===== config.mk =====
export PLATFORM = sky130hd
export DESIGN_NAME = cmd_link_sequencer
export DESIGN_NICKNAME = d
export VERILOG_FILES = /design/src/rtl/cmd_link_sequencer.sv
export SDC_FILE = /design/constraint.sdc
export NUM_CORES = 1
export LEC_CHECK = 0
export BUFFER_PORTS_ARGS = -buffer_cell sky130_fd_sc_hd__buf_2
export CAP_MARGIN = 20
export CORE_MARGIN = 4
export CORE_UTILIZATION = 58
export CTS_CLUSTER_SIZE = 30
export DETAILED_ROUTE_END_ITERATION = 12
export PLACE_DENSITY_LB_ADDON = 0.08
export SYNTH_ARGS = -nofsm -noshare
export SYNTH_HDL_FRONTEND = slang
export SYNTH_SLANG_ARGS = --single-unit

===== constraint.sdc =====
create_clock -name clk -period 2.6 [get_ports clk]
set_clock_uncertainty 0.2 [all_clocks]
set_input_delay 0.26 -clock clk [delete_from_list [all_inputs] [get_ports clk]]
set_output_delay 0.26 -clock clk [all_outputs]
set_load 0.01 [all_outputs]

===== src/rtl/cmd_link_sequencer.sv =====
// Sequences a 3-byte pilot command frame (sync, encrypted cmd, checksum) through the
// OTP encryption unit and the UART transmitter, on input change or heartbeat.
module cmd_link_sequencer #(
   parameter logic [7:0]  SYNC_BYTE        = 8'hA5,
   parameter int unsigned HEARTBEAT_CYCLES = 3840000,
   parameter int unsigned TIMEOUT_CYCLES   = 65535
) (
   input  logic       clk,
   input  logic       reset,
   input  logic       mode,
   input  logic [1:0] upDown,
   input  logic [1:0] forwardBack,
   input  logic [1:0] rightLeft,
   output logic [7:0] enc_data,
   output logic       enc_passthrough,
   output logic       enc_start,
   input  logic [7:0] enc_result,
   input  logic       enc_done,
   output logic [7:0] uart_tx,
   output logic       uart_load_data,
   output logic       start_uart,
   input  logic       tx_done,
   output logic       busy,
   output logic       frame_sent,
   output logic       timeout_err,
   output logic [7:0] frame_count
);

   localparam int unsigned HbW = $clog2(HEARTBEAT_CYCLES);
   localparam int unsigned ToW = $clog2(TIMEOUT_CYCLES + 1);
   localparam logic [HbW-1:0] HbLast = HbW'(HEARTBEAT_CYCLES - 1);
   localparam logic [ToW-1:0] ToLast = ToW'(TIMEOUT_CYCLES - 1);

   typedef enum logic [2:0] {StIdle, StEncReq, StEncWait, StLoad, StStart, StTxWait} state_t;

   state_t           r_state;
   logic [1:0]       r_idx;
   logic [7:0]       r_cmd_lat;
   logic [7:0]       r_last_cmd;
   logic [HbW-1:0]   r_hb_cnt;
   logic [ToW-1:0]   r_wait;

   logic [6:0]       w_bits;
   logic [7:0]       w_cmd;
   logic             w_trigger;

   assign w_bits    = {mode, upDown, forwardBack, rightLeft};
   assign w_cmd     = {w_bits, ^w_bits};
   assign w_trigger = (w_cmd != r_last_cmd) || (r_hb_cnt == HbLast);
   assign busy      = (r_state != StIdle);

   always_ff @(posedge clk or negedge reset) begin
      if (!reset) begin
         r_state         <= StIdle;
         r_idx           <= 2'd0;
         r_cmd_lat       <= 8'h00;
         r_last_cmd      <= 8'h00;
         r_hb_cnt        <= '0;
         r_wait          <= '0;
         enc_data        <= 8'h00;
         enc_passthrough <= 1'b0;
         enc_start       <= 1'b0;
         uart_tx         <= 8'h00;
         uart_load_data  <= 1'b0;
         start_uart      <= 1'b0;
         frame_sent      <= 1'b0;
         timeout_err     <= 1'b0;
         frame_count     <= 8'h00;
      end else begin
         enc_start      <= 1'b0;
         uart_load_data <= 1'b0;
         start_uart     <= 1'b0;
         frame_sent     <= 1'b0;
         timeout_err    <= 1'b0;
         case (r_state)
            StIdle: begin
               if (w_trigger) begin
                  r_state         <= StEncReq;
                  r_idx           <= 2'd0;
                  r_cmd_lat       <= w_cmd;
                  r_hb_cnt        <= '0;
                  enc_data        <= SYNC_BYTE;
                  enc_passthrough <= 1'b1;
                  enc_start       <= 1'b1;
               end else if (r_hb_cnt != HbLast) begin
                  r_hb_cnt <= r_hb_cnt + HbW'(1);
               end
            end
            StEncReq: begin
               r_state <= StEncWait;
               r_wait  <= '0;
            end
            StEncWait: begin
               if (enc_done) begin
                  uart_tx        <= enc_result;
                  uart_load_data <= 1'b1;
                  r_state        <= StLoad;
               end else if (r_wait == ToLast) begin
                  timeout_err <= 1'b1;
                  r_hb_cnt    <= '0;
                  r_state     <= StIdle;
               end else begin
                  r_wait <= r_wait + ToW'(1);
               end
            end
            StLoad: begin
               start_uart <= 1'b1;
               r_state    <= StStart;
            end
            StStart: begin
               r_state <= StTxWait;
               r_wait  <= '0;
            end
            StTxWait: begin
               if (tx_done) begin
                  uart_tx <= 8'h00;
                  if (r_idx != 2'd2) begin
                     r_idx     <= r_idx + 2'd1;
                     r_state   <= StEncReq;
                     enc_start <= 1'b1;
                     // uart_tx still holds the encrypted cmd byte when leaving byte1
                     if (r_idx == 2'd0) begin
                        enc_data        <= r_cmd_lat;
                        enc_passthrough <= 1'b0;
                     end else begin
                        enc_data        <= SYNC_BYTE ^ uart_tx;
                        enc_passthrough <= 1'b1;
                     end
                  end else begin
                     r_last_cmd  <= r_cmd_lat;
                     frame_count <= frame_count + 8'd1;
                     frame_sent  <= 1'b1;
                     r_state     <= StIdle;
                  end
               end else if (r_wait == ToLast) begin
                  uart_tx     <= 8'h00;
                  timeout_err <= 1'b1;
                  r_hb_cnt    <= '0;
                  r_state     <= StIdle;
               end else begin
                  r_wait <= r_wait + ToW'(1);
               end
            end
            default: r_state <= StIdle;
         endcase
      end
   end

endmodule


======== Yosys cells after proc, flatten, opt, wreduce, memory -nomap -nowiden ========
Index checks and enable logic that the tools add are counted.
Widths: inputs -> output; s select.
storage, ports and cells
  word-level logic and storage cells ...... 103
  bits in registers ....................... 89
  output and inout port bits .............. 31
cells by class
  mux-type cells .......................... 48
  reduce and logical (&&, ||, !) cells .... 16
  bitwise operators ....................... 2
  add/sub/neg operators ................... 4
  equal/unequal tests ..................... 18
operators with widths
  cell                   number
  $mux 22                5
  $pmux 22 s3            1
  $mux 8                 7
  $mux 16                3
  $pmux 16 s3            1
  $pmux 8 s2             2
  $add 22x1->22 const B  1
  $eq 22x22->1 const B   1
  $ne 22x22->1 const B   1
  $pmux 3 s6             1
  $mux 1                 17
  $add 16x1->16 const B  1
  $eq 16x16->1 const B   1
  $ne 2x2->1 const B     7
  $mux 3                 4
  $reduce_and 3->1       3
  $reduce_bool 3->1      3
  $add 8x1->8 const B    1
  $ne 8x8->1             1
  $reduce_and 4->1       2
  $reduce_xor 7->1       1
  $eq 3x2->1 const B     2
  $eq 3x3->1 const B     2
  $mux 2                 3
  other kinds (13)       17

======== Logic depth before layout (Yosys ltp) ========
  depth in word-level cells ............... 5
  gate-level depth with buffers ........... 9
  mapped depth without buffers ............ 8

======== Worst setup path before layout ========
OpenSTA, ideal clock, no wires.
  path type ............................... register to register
  from .................................... register r_state[2]
  to ...................................... register r_wait[12]
  slack ................................... 0.184 ns
  stages on the path, launching flop included .. 7
  setup time .............................. 0.077 ns
  arrival ................................. 2.138 ns
  period minus slack after synthesis ...... 2.416 ns
  cells stage by stage .................... dfrtp_1 buf_6 or3b_1 o22a_2 or4b_4 or3_1 a21oi_1
between the ends
  longest elaborated chain between the ends .. 4
RTL lines
  item                                      RTL line  source
  from (decl)                               36        state_t r_state;
  from (signal assigned)                    54        r_state <= StIdle;
  from (signal assigned)                    78        r_state <= StEncReq;
  from (signal assigned)                    90        r_state <= StEncWait;
  $eq 3x3->1 or $eq 3x1->1 (tied branches)  75        case (r_state)
  $reduce_or 2->1 (no line)                 n/a
  $reduce_bool 3->1 (no line)               n/a
  $reduce_and 3->1 (no line)                n/a
  to (signal assigned)                      103       r_wait <= r_wait + ToW'(1);
  to (signal assigned)                      141       r_wait <= r_wait + ToW'(1);
  to (decl)                                 41        logic [ToW-1:0] r_wait;
Several ways; a longest one is shown, not always the timed one.
A chain may end at the register's enable or synchronous reset.

======== Worst setup path in the final report ========
Same ends and word-level chain as after synthesis.

==> impl_metrics.env <==
export IMPL_fin_area_sq_um=5250
export IMPL_worstSetupStartpointType="flip-flop"
export IMPL_synth_nets=454
export IMPL_vias=3495
export IMPL_clock_power_share=0.251
export IMPL_cts_buffers=9
export IMPL_hold_ws_ns=0.02347
export IMPL_crit_type="flip-flop to flip-flop"
export IMPL_total_power_mw=4.295
export IMPL_clockRootBuffer="clkbuf_8"
export IMPL_powerDensity_nw_per_um2=818.1
export IMPL_netlist_instances=429
export IMPL_overflow=0
export IMPL_status="completed"
export IMPL_worst_pin_slew_ns=0.7036
export IMPL_floorplan_io_pins=50
export IMPL_critPathMaxStageDelay_ns=0.59
export IMPL_post_route_period_util=0.9368
export IMPL_hold_depth=2
export IMPL_track_usage=0.2295
export IMPL_switchingPower_mw=1.475
export IMPL_port_buffers=49
export IMPL_worst_path_max_delay_cell="or4b_4"
export IMPL_coreArea_sq_um=7292
export IMPL_final_cells=614
export IMPL_seq_power_share=0.424
export IMPL_r2r_setup_slack_ns=0.16
export IMPL_postLayoutCoreUtil=0.7200
export IMPL_finalSetupViolCount=0
export IMPL_mostFrequentLayoutCells="89 x dfrtp_1, 48 x buf_2, 43 x nor2_1"
export IMPL_yosysSeqAreaShare=0.5065
export IMPL_end_kind="flip-flop"
export IMPL_pre_cts_slack_ns=0.1651
export IMPL_fin_crit_ns=2.436
export IMPL_synth_distinct_cells=52
export IMPL_initial_utilization=0.6030
export IMPL_grt_pass1_wl_um=16110
export IMPL_die_area_sq_um=9037
export IMPL_wl_per_cell_um=15.70
export IMPL_path_delay_family="simple AND/OR/NAND/NOR gates"
export IMPL_final_common_cell="dfrtp_1"
export IMPL_cap_violations=0
export IMPL_fmax_mhz=410.6
export IMPL_timing_critical_path_depth=5
export IMPL_area_growth_synth_to_final_pct=19.41
export IMPL_diodes=0
export IMPL_hpwl_um=6630
export IMPL_drc=0
export IMPL_cp_required_ns=2.67
export IMPL_gp_congestion=0.8696
export IMPL_grt_max_degree=53
export IMPL_ys_flop_type="dfrtp_1"
export IMPL_first_global_vias=3390
export IMPL_rsz0062_at_grt="false"
export IMPL_clk_path_buf_depth=2
export IMPL_htreeDepth=3
export IMPL_drt_pass1_iterations=7
export IMPL_ys_seq_elements=89
export IMPL_critical_path_max_fanout=7
export IMPL_yosysWarnings=0
export IMPL_dp_cells=585
export IMPL_p_leak_nw=2.464
export IMPL_drive_gt1_frac=0.2291
export IMPL_clock_latency_ns=0.36
export IMPL_setup_ws_ns=0.1644
export IMPL_dr_first_iter_drc_count=187
export IMPL_place_area_sq_um=4880
export IMPL_nets=535
export IMPL_die_w_um=95.07
export IMPL_swShare=0.3433
export IMPL_hp_class="input port to flip-flop"
export IMPL_die_height_um=95.07
export IMPL_ir_drop_mv=0.3744
export IMPL_antenna_found_initial=0
export IMPL_p_comb_frac=0.325
export IMPL_avgSynthCellArea_sq_um=10.25
export IMPL_synth_edf_count=0
export IMPL_clk_pin_slew_worst_paths_ns=0.09
export IMPL_num_fill_cells=580
export IMPL_num_rows=31
export IMPL_routed_wl_um=9641
export IMPL_cts_tree="yes"
export IMPL_drtAntennaViolNets=0
export IMPL_slew_headroom=0.5299
export IMPL_cp_buffers_inverters=0
export IMPL_ys_async_sr_fraction=1.000
export IMPL_worstPathCellList="or3b_1 -> o22a_2 -> or4b_4 -> or3_1 -> a21oi_1"
export IMPL_cts_sink_count=89
export IMPL_reg2reg_depth=5
export IMPL_setup_tns_ns=0
export IMPL_maxSlewViolCount=0
export IMPL_synth_area_sq_um=4397
export IMPL_final_hold_violation_count=0
export IMPL_p_int_mw=2.821
export IMPL_vias_per_cell=5.692
export IMPL_crit_arrival_ns=2.51
[final timing paths]
path | startpoint | end
worst max-delay path | r_state[2] | r_wait[12]
worst min-delay path | forwardBack[1] | r_cmd_lat[4]
worst max register to register | r_state[2] | r_wait[12]
worst min register to register | frame_count[7] | frame_count[7]
max in group asynchronous | reset | r_cmd_lat[5]
min in group asynchronous | reset | enc_passthrough
[cell usage after synthesis, drive strengths merged, types with 7 or more instances]
| library cell | instances | share of area |
|---|---|---|
| dfrtp | 89 | 0.51 |
| nor2 | 44 | 0.038 |
| nand2 | 43 | 0.037 |
| o21ai | 28 | 0.032 |
| nand3 | 25 | 0.028 |
| inv | 19 | 0.016 |
| mux2 | 17 | 0.044 |
| xnor2 | 17 | 0.034 |
| nand4 | 14 | 0.020 |
| xor2 | 13 | 0.026 |
| mux2i | 10 | 0.023 |
| nor3 | 9 | 0.010 |
| a21oi | 8 | 0.0091 |
| buf | 8 | 0.010 |
| or3 | 7 | 0.010 |
[area by class of cell]
| cell class | instances | area, sq um | share of cell area |
|---|---|---|---|
| Tap cell | 99 | 123.9 | 0.02359 |
| Inverter | 19 | 71.32 | 0.01358 |
| Clock buffer | 10 | 137.6 | 0.02622 |
| Clock inverter | 6 | 90.09 | 0.01716 |
| Multi-Input combinational cell | 307 | 2047 | 0.3899 |
| Timing Repair Buffer | 84 | 553.0 | 0.1053 |
| Sequential cell | 89 | 2227 | 0.4242 |
[power groups by stage]
stage	clock (mW)	sequential [mW]	combinational, mW
after global placement	0	1.83	1.33
after detailed placement	0	1.84	1.36
after global routing	1.16	1.85	1.54
final	1.08	1.82	1.40
after floorplan	0	1.85	0.839
after CTS	1.09	1.81	1.39
[flip-flops by register name, indices dropped and copies added, names as in the netlist, 3 cells and up]
signal,flops
r_hb_cnt,22
r_wait,16
enc_data,8
frame_count,8
r_cmd_lat,8
r_last_cmd,8
uart_tx,8
r_state,3
[metal layers]
metal | wire length, um | vias to the layer above | track usage | share of wire
met5 | 0 | - | 0 | 0
met4 | 140 | 0 | 0.07692 | 0.015
met3 | 402 | 15 | 0.04341 | 0.042
met2 | 4694 | 81 | 0.3743 | 0.49
met1 | 4404 | 1714 | 0.3097 | 0.46
li1 | - | 1685 | - | -
[kinds of logic (layout without fill, tap and decap cells)]
kind of cell / Yosys count / after routing / share of synthesized area
buffers and inverters: 33 / 119 / 0.03130
muxes: 27 / 27 / 0.06631
DFF: 89 / 89 / 0.5065
adders and majority gates: 6 / 6 / 0.01707
AOI/OAI and AO/OA: 70 / 70 / 0.1090
and+or+nand+nor: 171 / 171 / 0.1941
xor gates and xnor gates: 33 / 33 / 0.07570
[worst register-to-register path, stage by stage, from the launching register on]
cell and delay, ns:
dfrtp_1 0.38, or3b_1 0.39, o22a_2 0.27, or4b_4 0.59, or3_1 0.37, a21oi_1 0.16
[timing repair]
item,CTS,global route
hold endpoints to repair,48,0
resized for setup,0,4
setup endpoints to repair,0,13
hold buffers,12,0
buffers inserted,0,1
(Power assumes the default switching activity.)
